`config.mk`:
```
export PLATFORM = sky130hd
export DESIGN_NAME = frame_downloader_flat
export DESIGN_NICKNAME = d
export VERILOG_FILES = /design/src/rtl/frame_downloader_if.sv /design/src/rtl/frame_downloader.sv /design/src/flat_wrapper.sv
export SDC_FILE = /design/constraint.sdc
export NUM_CORES = 1
export LEC_CHECK = 0
export CAP_MARGIN = 20
export CELL_PAD_IN_SITES_DETAIL_PLACEMENT = 0
export CELL_PAD_IN_SITES_GLOBAL_PLACEMENT = 2
export CORE_MARGIN = 8
export CORE_UTILIZATION = 47
export CTS_BUF_LIST = sky130_fd_sc_hd__clkbuf_8
export CTS_CLUSTER_SIZE = 28
export DETAILED_ROUTE_END_ITERATION = 16
export GPL_TIMING_DRIVEN = 1
export PLACE_DENSITY = 0.87
export SETUP_SLACK_MARGIN = 0.02
export SYNTH_ARGS = -nofsm -noshare
export SYNTH_HDL_FRONTEND = slang
export SYNTH_SLANG_ARGS = --single-unit
export TNS_END_PERCENT = 50
```
`constraint.sdc`:
```
create_clock -name clk -period 10.6 [get_ports clk]
set_clock_uncertainty 0.15 [all_clocks]
set_input_delay 1.06 -clock clk [delete_from_list [all_inputs] [get_ports clk]]
set_output_delay 1.06 -clock clk [all_outputs]
set_load 0.02 [all_outputs]
```
`src/rtl/frame_downloader_if.sv`:
```
// Memory-side and pixel-queue-side signals of the frame downloader, bundled
// so that the downloader and its environment connect through one port.
interface frame_downloader_if;
    // Memory arbiter / memory read port
    logic        read_rq;
    logic        read_ack;
    logic [20:0] read_addr;
    logic        mem_rd_en;
    logic [31:0] mem_data;
    logic        mem_data_valid;
    // Downstream pixel FIFO
    logic        queue_full;
    logic [16:0] queue_data;
    logic        wr_en;

    // Downloader side
    modport master (
        output read_rq, read_addr, mem_rd_en, queue_data, wr_en,
        input  read_ack, mem_data, mem_data_valid, queue_full
    );

    // Memory / FIFO side
    modport slave (
        input  read_rq, read_addr, mem_rd_en, queue_data, wr_en,
        output read_ack, mem_data, mem_data_valid, queue_full
    );
endinterface

```
`src/rtl/frame_downloader.sv`:
```
// Reads one frame of RGB565 pixels from memory in fixed-size bursts and pushes
// them, preceded by a frame-start marker, into a downstream pixel FIFO.
// MEMORY_BURST is expected to be a power of two of at least 8 bytes.
module frame_downloader #(
    parameter int MEMORY_BURST = 32,
    parameter int FRAME_WIDTH  = 640,
    parameter int FRAME_HEIGHT = 480,
    parameter int TCMD         = 19
) (
    input  logic                clk,
    input  logic                reset,
    input  logic                start,
    input  logic [20:0]         base_addr,
    output logic                download_done,
    frame_downloader_if.master  bus
);
    localparam int PB           = MEMORY_BURST / 2;
    localparam int BW           = MEMORY_BURST / 4;
    localparam int FRAME_PIXELS = FRAME_WIDTH * FRAME_HEIGHT;
    localparam int CW           = $clog2(FRAME_PIXELS + PB + 1);
    localparam int PIW          = $clog2(PB);
    localparam int WIW          = $clog2(BW);
    localparam int CTW          = $clog2(TCMD + 2);

    typedef enum logic [8:0] {
        IDLE    = 9'b0_0000_0001,
        SOF     = 9'b0_0000_0010,
        REQ     = 9'b0_0000_0100,
        CMD     = 9'b0_0000_1000,
        CAPTURE = 9'b0_0001_0000,
        HOLD    = 9'b0_0010_0000,
        PUSH    = 9'b0_0100_0000,
        NEXT    = 9'b0_1000_0000,
        DONE    = 9'b1_0000_0000
    } state_t;

    state_t          state, state_next;
    logic [20:0]     addr_cnt;
    logic [CW-1:0]   pix_cnt;
    logic [WIW-1:0]  word_idx;
    logic [PIW-1:0]  pix_idx;
    logic [CTW-1:0]  cyc_cnt;
    logic [31:0]     burst_buf [BW];

    logic [CW-1:0]   remaining;
    logic [CW-1:0]   burst_len;
    logic [CW-1:0]   pix_sum;
    logic [31:0]     cur_word;
    logic [15:0]     cur_pixel;

    // Burst length is clipped so the last burst of a frame stops exactly at the frame end.
    always_comb begin
        remaining = CW'(FRAME_PIXELS) - pix_cnt;
        burst_len = (remaining < CW'(PB)) ? remaining : CW'(PB);
        pix_sum   = pix_cnt + burst_len;
        cur_word  = burst_buf[pix_idx[PIW-1:1]];
        cur_pixel = pix_idx[0] ? cur_word[31:16] : cur_word[15:0];
    end

    // State register.
    always_ff @(posedge clk or posedge reset) begin
        // NOTE: sequential state uses non-blocking assignments so every flop
        // samples pre-edge values regardless of statement order.
        if (reset) state <= IDLE;
        else       state <= state_next;
    end

    // Next-state and output decode.
    always_comb begin
        // NOTE: every output and the next state get a default first, so no
        // path through the case can leave a value unassigned and infer a latch.
        state_next        = state;
        bus.read_rq       = 1'b0;
        bus.mem_rd_en     = 1'b0;
        bus.wr_en         = 1'b0;
        bus.queue_data    = 17'h0;
        download_done     = 1'b0;
        unique case (state)
            IDLE: if (start) state_next = SOF;
            SOF: begin
                if (!bus.queue_full) begin
                    bus.wr_en      = 1'b1;
                    bus.queue_data = 17'h10000;
                    state_next     = REQ;
                end
            end
            REQ: begin
                bus.read_rq = 1'b1;
                if (bus.read_ack) state_next = CMD;
            end
            CMD: begin
                bus.read_rq   = 1'b1;
                bus.mem_rd_en = 1'b1;
                state_next    = CAPTURE;
            end
            CAPTURE: begin
                bus.read_rq = 1'b1;
                if (bus.mem_data_valid && word_idx == WIW'(BW - 1)) state_next = HOLD;
            end
            HOLD: begin
                bus.read_rq = 1'b1;
                if (cyc_cnt >= CTW'(TCMD)) state_next = PUSH;
            end
            PUSH: begin
                if (!bus.queue_full) begin
                    bus.wr_en      = 1'b1;
                    bus.queue_data = {1'b0, cur_pixel};
                    if (CW'(pix_idx) == burst_len - CW'(1)) state_next = NEXT;
                end
            end
            NEXT: state_next = (pix_sum == CW'(FRAME_PIXELS)) ? DONE : REQ;
            DONE: begin
                download_done = 1'b1;
                state_next    = IDLE;
            end
            default: state_next = IDLE;
        endcase
    end

    // Read address is the running frame address; it only moves on start and between bursts.
    assign bus.read_addr = addr_cnt;

    // Address, pixel, word, push-index and command-cycle counters.
    always_ff @(posedge clk or posedge reset) begin
        if (reset) begin
            addr_cnt <= '0;
            pix_cnt  <= '0;
            word_idx <= '0;
            pix_idx  <= '0;
            cyc_cnt  <= '0;
        end else begin
            unique case (state)
                IDLE: begin
                    if (start) begin
                        addr_cnt <= base_addr;
                        pix_cnt  <= '0;
                    end
                end
                CMD: begin
                    cyc_cnt  <= '0;
                    word_idx <= '0;
                    pix_idx  <= '0;
                end
                CAPTURE: begin
                    if (bus.mem_data_valid) word_idx <= word_idx + 1'b1;
                    if (cyc_cnt < CTW'(TCMD)) cyc_cnt <= cyc_cnt + 1'b1;
                end
                HOLD: if (cyc_cnt < CTW'(TCMD)) cyc_cnt <= cyc_cnt + 1'b1;
                PUSH: if (!bus.queue_full) pix_idx <= pix_idx + 1'b1;
                NEXT: begin
                    pix_cnt  <= pix_sum;
                    addr_cnt <= addr_cnt + 21'(burst_len);
                end
                default: ;
            endcase
        end
    end

    // Burst buffer fills only while capturing; an abandoned burst leaves stale words that are never read.
    always_ff @(posedge clk) begin
        // NOTE: the buffer is deliberately not reset; every slot is rewritten
        // before it is read, so a reset would only add fan-out.
        if (state == CAPTURE && bus.mem_data_valid) burst_buf[word_idx] <= bus.mem_data;
    end
endmodule

```
`src/flat_wrapper.sv`:
```
// flat-port wrapper written by rule: the top's interface ports become plain ports
module frame_downloader_flat 
#(
    parameter int MEMORY_BURST = 32,
    parameter int FRAME_WIDTH  = 640,
    parameter int FRAME_HEIGHT = 480,
    parameter int TCMD         = 19
)
  (clk, reset, start, base_addr, download_done, bus_read_rq, bus_read_addr, bus_mem_rd_en, bus_queue_data, bus_wr_en, bus_read_ack, bus_mem_data, bus_mem_data_valid, bus_queue_full);
  frame_downloader_if bus_i ();
  input  logic clk;
  input  logic reset;
  input  logic start;
  input  logic [20:0] base_addr;
  output logic download_done;
  output wire logic [$bits(bus_i.read_rq)-1:0] bus_read_rq;
  output wire logic [$bits(bus_i.read_addr)-1:0] bus_read_addr;
  output wire logic [$bits(bus_i.mem_rd_en)-1:0] bus_mem_rd_en;
  output wire logic [$bits(bus_i.queue_data)-1:0] bus_queue_data;
  output wire logic [$bits(bus_i.wr_en)-1:0] bus_wr_en;
  input wire logic [$bits(bus_i.read_ack)-1:0] bus_read_ack;
  input wire logic [$bits(bus_i.mem_data)-1:0] bus_mem_data;
  input wire logic [$bits(bus_i.mem_data_valid)-1:0] bus_mem_data_valid;
  input wire logic [$bits(bus_i.queue_full)-1:0] bus_queue_full;
  assign bus_read_rq = bus_i.read_rq;
  assign bus_read_addr = bus_i.read_addr;
  assign bus_mem_rd_en = bus_i.mem_rd_en;
  assign bus_queue_data = bus_i.queue_data;
  assign bus_wr_en = bus_i.wr_en;
  assign bus_i.read_ack = bus_read_ack;
  assign bus_i.mem_data = bus_mem_data;
  assign bus_i.mem_data_valid = bus_mem_data_valid;
  assign bus_i.queue_full = bus_queue_full;
  frame_downloader #(.MEMORY_BURST(MEMORY_BURST), .FRAME_WIDTH(FRAME_WIDTH), .FRAME_HEIGHT(FRAME_HEIGHT), .TCMD(TCMD)) u_core (.clk(clk), .reset(reset), .start(start), .base_addr(base_addr), .download_done(download_done), .bus(bus_i));
endmodule
```
## Word-level counts from Yosys, hierarchy flattened

Memory sizes are Yosys's and may differ from the RTL's.
Index checks and enable logic that the tools add are counted.

- Add/subtract/negate cells: 7
- Equal/unequal tests: 21
- Reduce and logical (&&, ||, !) cells: 14
- Multiplexer cells: 31
- $lt $le $gt $ge: 3

Operators with widths:

| operator | number |
|---|---|
| 9-bit 2-to-1 mux | 8 |
| 9-bit one-hot mux with 8 select lines | 1 |
| 21-bit one-hot mux with 2 select lines | 1 |
| 19-bit 2-to-1 mux | 2 |
| 19-bit one-hot mux with 2 select lines | 1 |
| 17-bit one-hot mux with 2 select lines | 1 |
| 16-bit 2-to-1 mux | 2 |
| 21-bit by 19-bit adder with 21-bit output | 1 |
| 21-bit 2-to-1 mux | 1 |
| 19-bit adder | 1 |
| 19-bit equality test, second input constant | 1 |
| 4-bit by 19-bit equality test with 1-bit output | 1 |
| 19-bit by 5-bit < comparator with 1-bit output, second input constant | 1 |
| 19-bit by 1-bit subtractor with 19-bit output, second input constant | 1 |
| 19-bit subtractor, first input constant | 1 |
| 17-bit 2-to-1 mux | 1 |
| 2-bit != test, second input constant | 5 |
| 5-bit one-hot mux with 2 select lines | 1 |
| 9-bit by 1-bit equality test with 1-bit output, second input constant | 1 |
| 9-bit by 2-bit equality test with 1-bit output, second input constant | 1 |
| 9-bit by 3-bit equality test with 1-bit output, second input constant | 1 |
| 9-bit by 4-bit equality test with 1-bit output, second input constant | 1 |
| 9-bit by 5-bit equality test with 1-bit output, second input constant | 1 |
| 9-bit by 6-bit equality test with 1-bit output, second input constant | 1 |
| 22 further kinds | 39 |

- Register bits after elaboration: 61
- Word-level logic and storage cells: 83
- Output and inout port bits: 42
- Memories kept: 1
- RAM bits: 256

Memory list:

| name | depth | width | rd ports | clocked after memory_dff | write ports | line | source |
|---|---|---|---|---|---|---|---|
| u_core.burst_buf | 8 | 32 | 1 | 0 | 1 | frame_downloader.sv:43 | `logic [31:0] burst_buf [BW];` |

## Longest topological paths before layout

- Depth in word-level cells: 8
- Depth in mapped cells: 29

## Worst setup path after synthesis

Ideal clock, no wire load.

- Kind: flip-flop to flip-flop
- Start point: reg u_core.pix_cnt[0]
- End point: reg u_core.addr_cnt[19], in the netlist u_core.bus.read_addr[19]
- Stages on the path, launching flop included: 27
- Data arrival time: 5.501 ns
- Slack: 4.826 ns
- Path buffers: 4
- Cells stage by stage: dfrtp_1 -> clkbuf_1 -> inv_1 -> ha_1 -> or3b_1 -> buf_2 -> or4_1 -> o311a_2 -> a21oi_2 -> and4_1 -> buf_6 -> buf_2 -> nand2_1 -> inv_1 -> ha_1 -> a21o_1 -> a21o_1 -> a2111oi_0 -> nor3_1 -> or4_1 -> nand3_1 -> a41oi_1 -> o21ai_0 -> a21oi_1 -> or2_2 -> a22oi_1 -> nand2_1

- Word-level cells in the longest chain between the ends: 5

Ends and longest elaborated chain:

| what | line | source |
|---|---|---|
| from (decl) | frame_downloader.sv:39 | `logic [CW-1:0] pix_cnt;` |
| from (signal assigned) | frame_downloader.sv:151 | `pix_cnt <= pix_sum;` |
| 19-bit subtractor (*) | frame_downloader.sv:53 | `remaining = CW'(FRAME_PIXELS) - pix_cnt;` |
| 19-bit by 5-bit < comparator with 1-bit output | frame_downloader.sv:54 | `burst_len = (remaining < CW'(PB)) ? remaining : CW'(PB);` |
| 19-bit 2-to-1 mux (*) | frame_downloader.sv:54 |  |
| 21-bit by 19-bit adder with 21-bit output (*) | frame_downloader.sv:152 | `addr_cnt <= addr_cnt + 21'(burst_len);` |
| 21-bit one-hot mux with 2 select lines (*) | frame_downloader.sv:132 | `unique case (state)` |
| to (signal assigned) | frame_downloader.sv:135 | `addr_cnt <= base_addr;` |
| to (signal assigned) | frame_downloader.sv:152 |  |
| to (decl) | frame_downloader.sv:38 | `logic [20:0] addr_cnt;` |

Mark *: on every way between the ends. The rest lies on a longest branch, timed or not.
A chain may end at the register's enable or synchronous reset.

## Final worst setup path

- Start point: reg u_core.pix_cnt[0]
- End point: reg u_core.state[2]

- Word-level cells in the longest chain between the ends: 7

Ends and longest elaborated chain:

| what | line | source |
|---|---|---|
| 19-bit subtractor | frame_downloader.sv:53 |  |
| 19-bit by 5-bit < comparator with 1-bit output | frame_downloader.sv:54 |  |
| 19-bit 2-to-1 mux | frame_downloader.sv:54 |  |
| 19-bit adder / 19-bit by 1-bit subtractor with 19-bit output (equally long branches) | frame_downloader.sv:55, frame_downloader.sv:108 |  |
| 19-bit equality test / 4-bit by 19-bit equality test with 1-bit output (equally long branches) | frame_downloader.sv:111, frame_downloader.sv:108 |  |
| 9-bit 2-to-1 mux / 2-bit by 1-bit != test with 1-bit output (equally long branches) | n/a |  |
| 9-bit one-hot mux with 8 select lines / 7-bit AND reduction (equally long branches) | n/a |  |
| to (signal assigned) | frame_downloader.sv:65 | `else state <= state_next;` |
| to (decl) | frame_downloader.sv:37 | `state_t state, state_next;` |

Parallel ways exist; a longest one is shown, timed or not.

==> out/qor.csv <==
stage,metric,value,unit
status,outcome,finished clean,
yosys,synth_enable_flop_cells,256,
die,die_w,194,um
cells_and_area,flow.area_growth_from_synthesis,17.0,%
yosys,synth_cells,1059,
yosys,synth-compound-area-share,7.93,%
detailed_routing,route.antenna.remaining_nets,0,
detailed_routing,routed-via-count,9340,
setup_path,worst_ep_arrival_time,7.09,ns
die,row_count,65,
yosys,yosys.area_share.simple,10.8,%
setup_path,worstSetupEndpointType,flop,
setup_path,critical_path_class,reg2reg,
timing,worstMarginPinSlew,0.984,ns
yosys,synth-seq-area-share,61.6,%
yosys,synth.lib_cells_used.distinct,78,
global_routing,first_global_vias,9807,
detailed_routing,detail_route.vias_per_cell,5.69,
yosys,synth_area,0.0150,sq mm
timing,fin_crit,6.80,ns
yosys,synth.avg_cell_area,14.1,sq um
die,io-pin-count,101,
cells_and_area,antenna_cells_inserted,0,
yosys,post_synth_mux_area_share,12.3,%
place,buffer_ports.inserted,100,
clocking,cts_buffers,52,
clocking,cts_buffer_depth,3,
timing,timing_max_transition_violations_final,0,
power_and_ir_drop,powerDensity,176,mW/mm^2
global_routing,antenna_found_initial,2,
global_routing,grt_remaining_overflow,0,
power_and_ir_drop,vdd_drop_max,0.118,mV
yosys,synth_xor_area_share,2.34,%
detailed_routing,post-route-drc-count,0,
clocking,cts_setup_buffers,0,
clocking,cts-hold-fix-buffers,0,
yosys,async_flop_share,19.2,%
clocking,cts_tree,yes,
timing,max_freq,0.147,GHz
job,drv_cap,0,
yosys,dominantRegCellSynth,edfxtp_1,
setup_path,cp_data_required_time,10.90,ns
die,floorplan.die_area,0.0378,sq mm
power_and_ir_drop,p_total,3.09,mW
yosys,ys_ff_latch,317,
power_and_ir_drop,leakage,6.26,nW
yosys,combinational_family_with_the_most_area_after_synthesis,multiplexers,
timing,relative_slew_margins,34.4,%
clocking,clock_sink_count,317,
detailed_routing,dr.pass1.iters,5,
place,placed_area,0.0165,sq mm
global_routing,grtUsageTotal,18.0,%
setup_path,crit_fanout,15,
detailed_routing,routed_wl,34.1,mm
clocking,post_cts_repair_resize_count,0,
cells_and_area,fraction_of_final_layout_cells_sized_beyond_drive_strength_1,15.7,%
clocking,clk_transition_reported_paths,0.06,ns
global_routing,grt_pass1_wl,54.6,mm
die,core_area,0.0315,sq mm
cells_and_area,post-route-cell-area,0.0175,sq mm
timing,fin_crit_sh,64.1,%
clocking,worst_skew_pair.late_latency,0.59,ns
detailed_routing,post_drt_wl_per_cell,20.8,um
place,place_hpwl,21.2,mm
timing,setup_repair_after_global_routing_missed_its_margin,no,
global_routing,maximum_number_of_pins_on_one_net_before_global_route_repair,70,
yosys,yosysWarnings,0,
yosys,post_synth_adder_cell_area,2.94,%
timing,setup_total_negative_slack,0,ns
cells_and_area,num-nets-final,1290,
timing,finalSetupViolCount,0,
timing,timing.final.hold_violations,0,
place,post_place_cells,1545,
clocking,root_buffer,clkbuf_8,
hold_path,hold_path.class,reg2reg,
die,floorplan.initialDensity,47.6,%
clocking,cts_max_level,2,
cells_and_area,instances_no_fill,1641,
detailed_routing,drt-initial-drc-count,545,
setup_path,start_kind,flop,
place,place.gp.congestion,0.854,
timing,final.hold.worst_slack,0.360,ns
die,die-height,194,um
==> flip-flops by register name (all words and copies together), names as in the netlist <==
name / cells
u_core.burst_buf: 256
u_core.bus.read_addr: 21
u_core.pix_idx: 4
u_core.pix_cnt: 19
u_core.state: 9
u_core.cyc_cnt: 5
u_core.word_idx: 3
==> critical path, cell delays in order, from the launching register on <==
cell	delay, ns
dfrtp_1	0.52
inv_1	0.14
ha_1	0.25
nor3b_2	0.63
nand4_1	0.19
mux2_2	0.31
nor4_1	0.24
and4_1	0.66
inv_4	0.15
nor3_1	0.36
ha_1	0.38
a21oi_1	0.58
nor2_1	0.12
a21boi_0	0.21
o31ai_1	0.37
nand2_1	0.10
xor2_1	0.18
a2111oi_1	0.42
nand4b_1	0.35
a21oi_1	0.25
o22ai_1	0.09
==> layout by cell type (no fill, tap or decap), types with 39 or more instances in the layout <==
master / instances
inv_1: 42
clkdlybuf4s50_1: 100
nor2_1: 65
dfrtp_1: 58
edfxtp_1: 256
mux4_2: 80
nand2_1: 91
clkbuf_8: 54
o21ai_0: 55
nand3_1: 39
==> stage by stage <==
stage | util (%) | setup slack (ns)
after floorplan | - | 4.83
after global placement | 52.5 | 3.92
after detailed placement | 52.5 | 3.93
after CTS | 55.7 | 3.89
after global routing | 55.7 | 3.16
final | 55.7 | 3.80
==> power breakdown <==
group	leakage [nW]	switching [mW]	internal, mW
sequential	3.11	0.0536	1.40
clock	0.574	0.489	0.505
combinational	2.57	0.349	0.290
==> layer usage <==
layer  routed length, um  GRT usage (%)  up-vias
met5                  27          0.661        -
met4                 724           5.60        4
li1                    -              -     4398
met3                1650           3.61       62
met1               14900           22.9     4646
met2               16800           30.7      230
==> path summary, 6_finish.rpt <==
path / from / endpoint / slack [ns] / cells after the start
worst max-delay path: u_core.pix_cnt[0] / u_core.state[2] / 3.80 / 20
max in group asynchronous: reset / u_core.pix_idx[1] / 8.74 / 3
worst min register to register: u_core.pix_cnt[18] / u_core.pix_cnt[18] / 0.36 / 2
min in group asynchronous: reset / u_core.bus.read_addr[7] / 0.92 / 3
worst max register to register: u_core.pix_cnt[0] / u_core.state[2] / 3.80 / 20
worst min-delay path: u_core.pix_cnt[18] / u_core.pix_cnt[18] / 0.36 / 2
==> kinds of logic after synthesis <==
kind of cell | Yosys count
compound gates | 182
fa+ha+maj | 34
xor+xnor | 40
buf+inv | 76
flops | 317
mux | 84
simple gates | 325
other cells | 1
==> area by class of cell <==
class / count / area (sq um)
repair buffers: 118 / 1160
multi-input cells: 683 / 5560
inverters: 25 / 96.3
clock inverters: 42 / 236
well taps: 402 / 503
clock buffers: 54 / 743
fillers: 2541 / 14000
flip-flops and latches: 317 / 9220
==> Yosys cell counts (4+ instances only) <==
| master | count | area [sq um] |
|---|---|---|
| xnor2_1 | 23 | 201 |
| nor4_1 | 10 | 62.6 |
| o21ai_0 | 55 | 275 |
| or2_2 | 4 | 25.0 |
| xor2_1 | 17 | 149 |
| or3_1 | 11 | 68.8 |
| and3_1 | 7 | 43.8 |
| nor2_1 | 68 | 255 |
| nor2b_1 | 10 | 62.6 |
| a22oi_1 | 4 | 30.0 |
| buf_1 | 6 | 22.5 |
| nand4_1 | 7 | 43.8 |
| dfrtp_1 | 60 | 1500 |
| nand2b_1 | 12 | 75.1 |
| nor3_1 | 20 | 100 |
| or4_1 | 5 | 37.5 |
| and2_1 | 19 | 119 |
| nand2_1 | 91 | 342 |
| edfxtp_1 | 256 | 7690 |
| a21oi_1 | 32 | 160 |
| clkbuf_1 | 40 | 150 |
| o31ai_1 | 8 | 60.1 |
| mux4_2 | 80 | 1800 |
| a21boi_0 | 5 | 37.5 |
| o22ai_1 | 4 | 25.0 |
| ha_1 | 32 | 400 |
| nor3b_1 | 7 | 52.6 |
| a31oi_1 | 20 | 125 |
| nand3_1 | 39 | 195 |
| inv_1 | 24 | 90.1 |
| a211oi_1 | 6 | 45.0 |
| a21o_1 | 11 | 82.6 |
(Power assumes the default switching activity.)
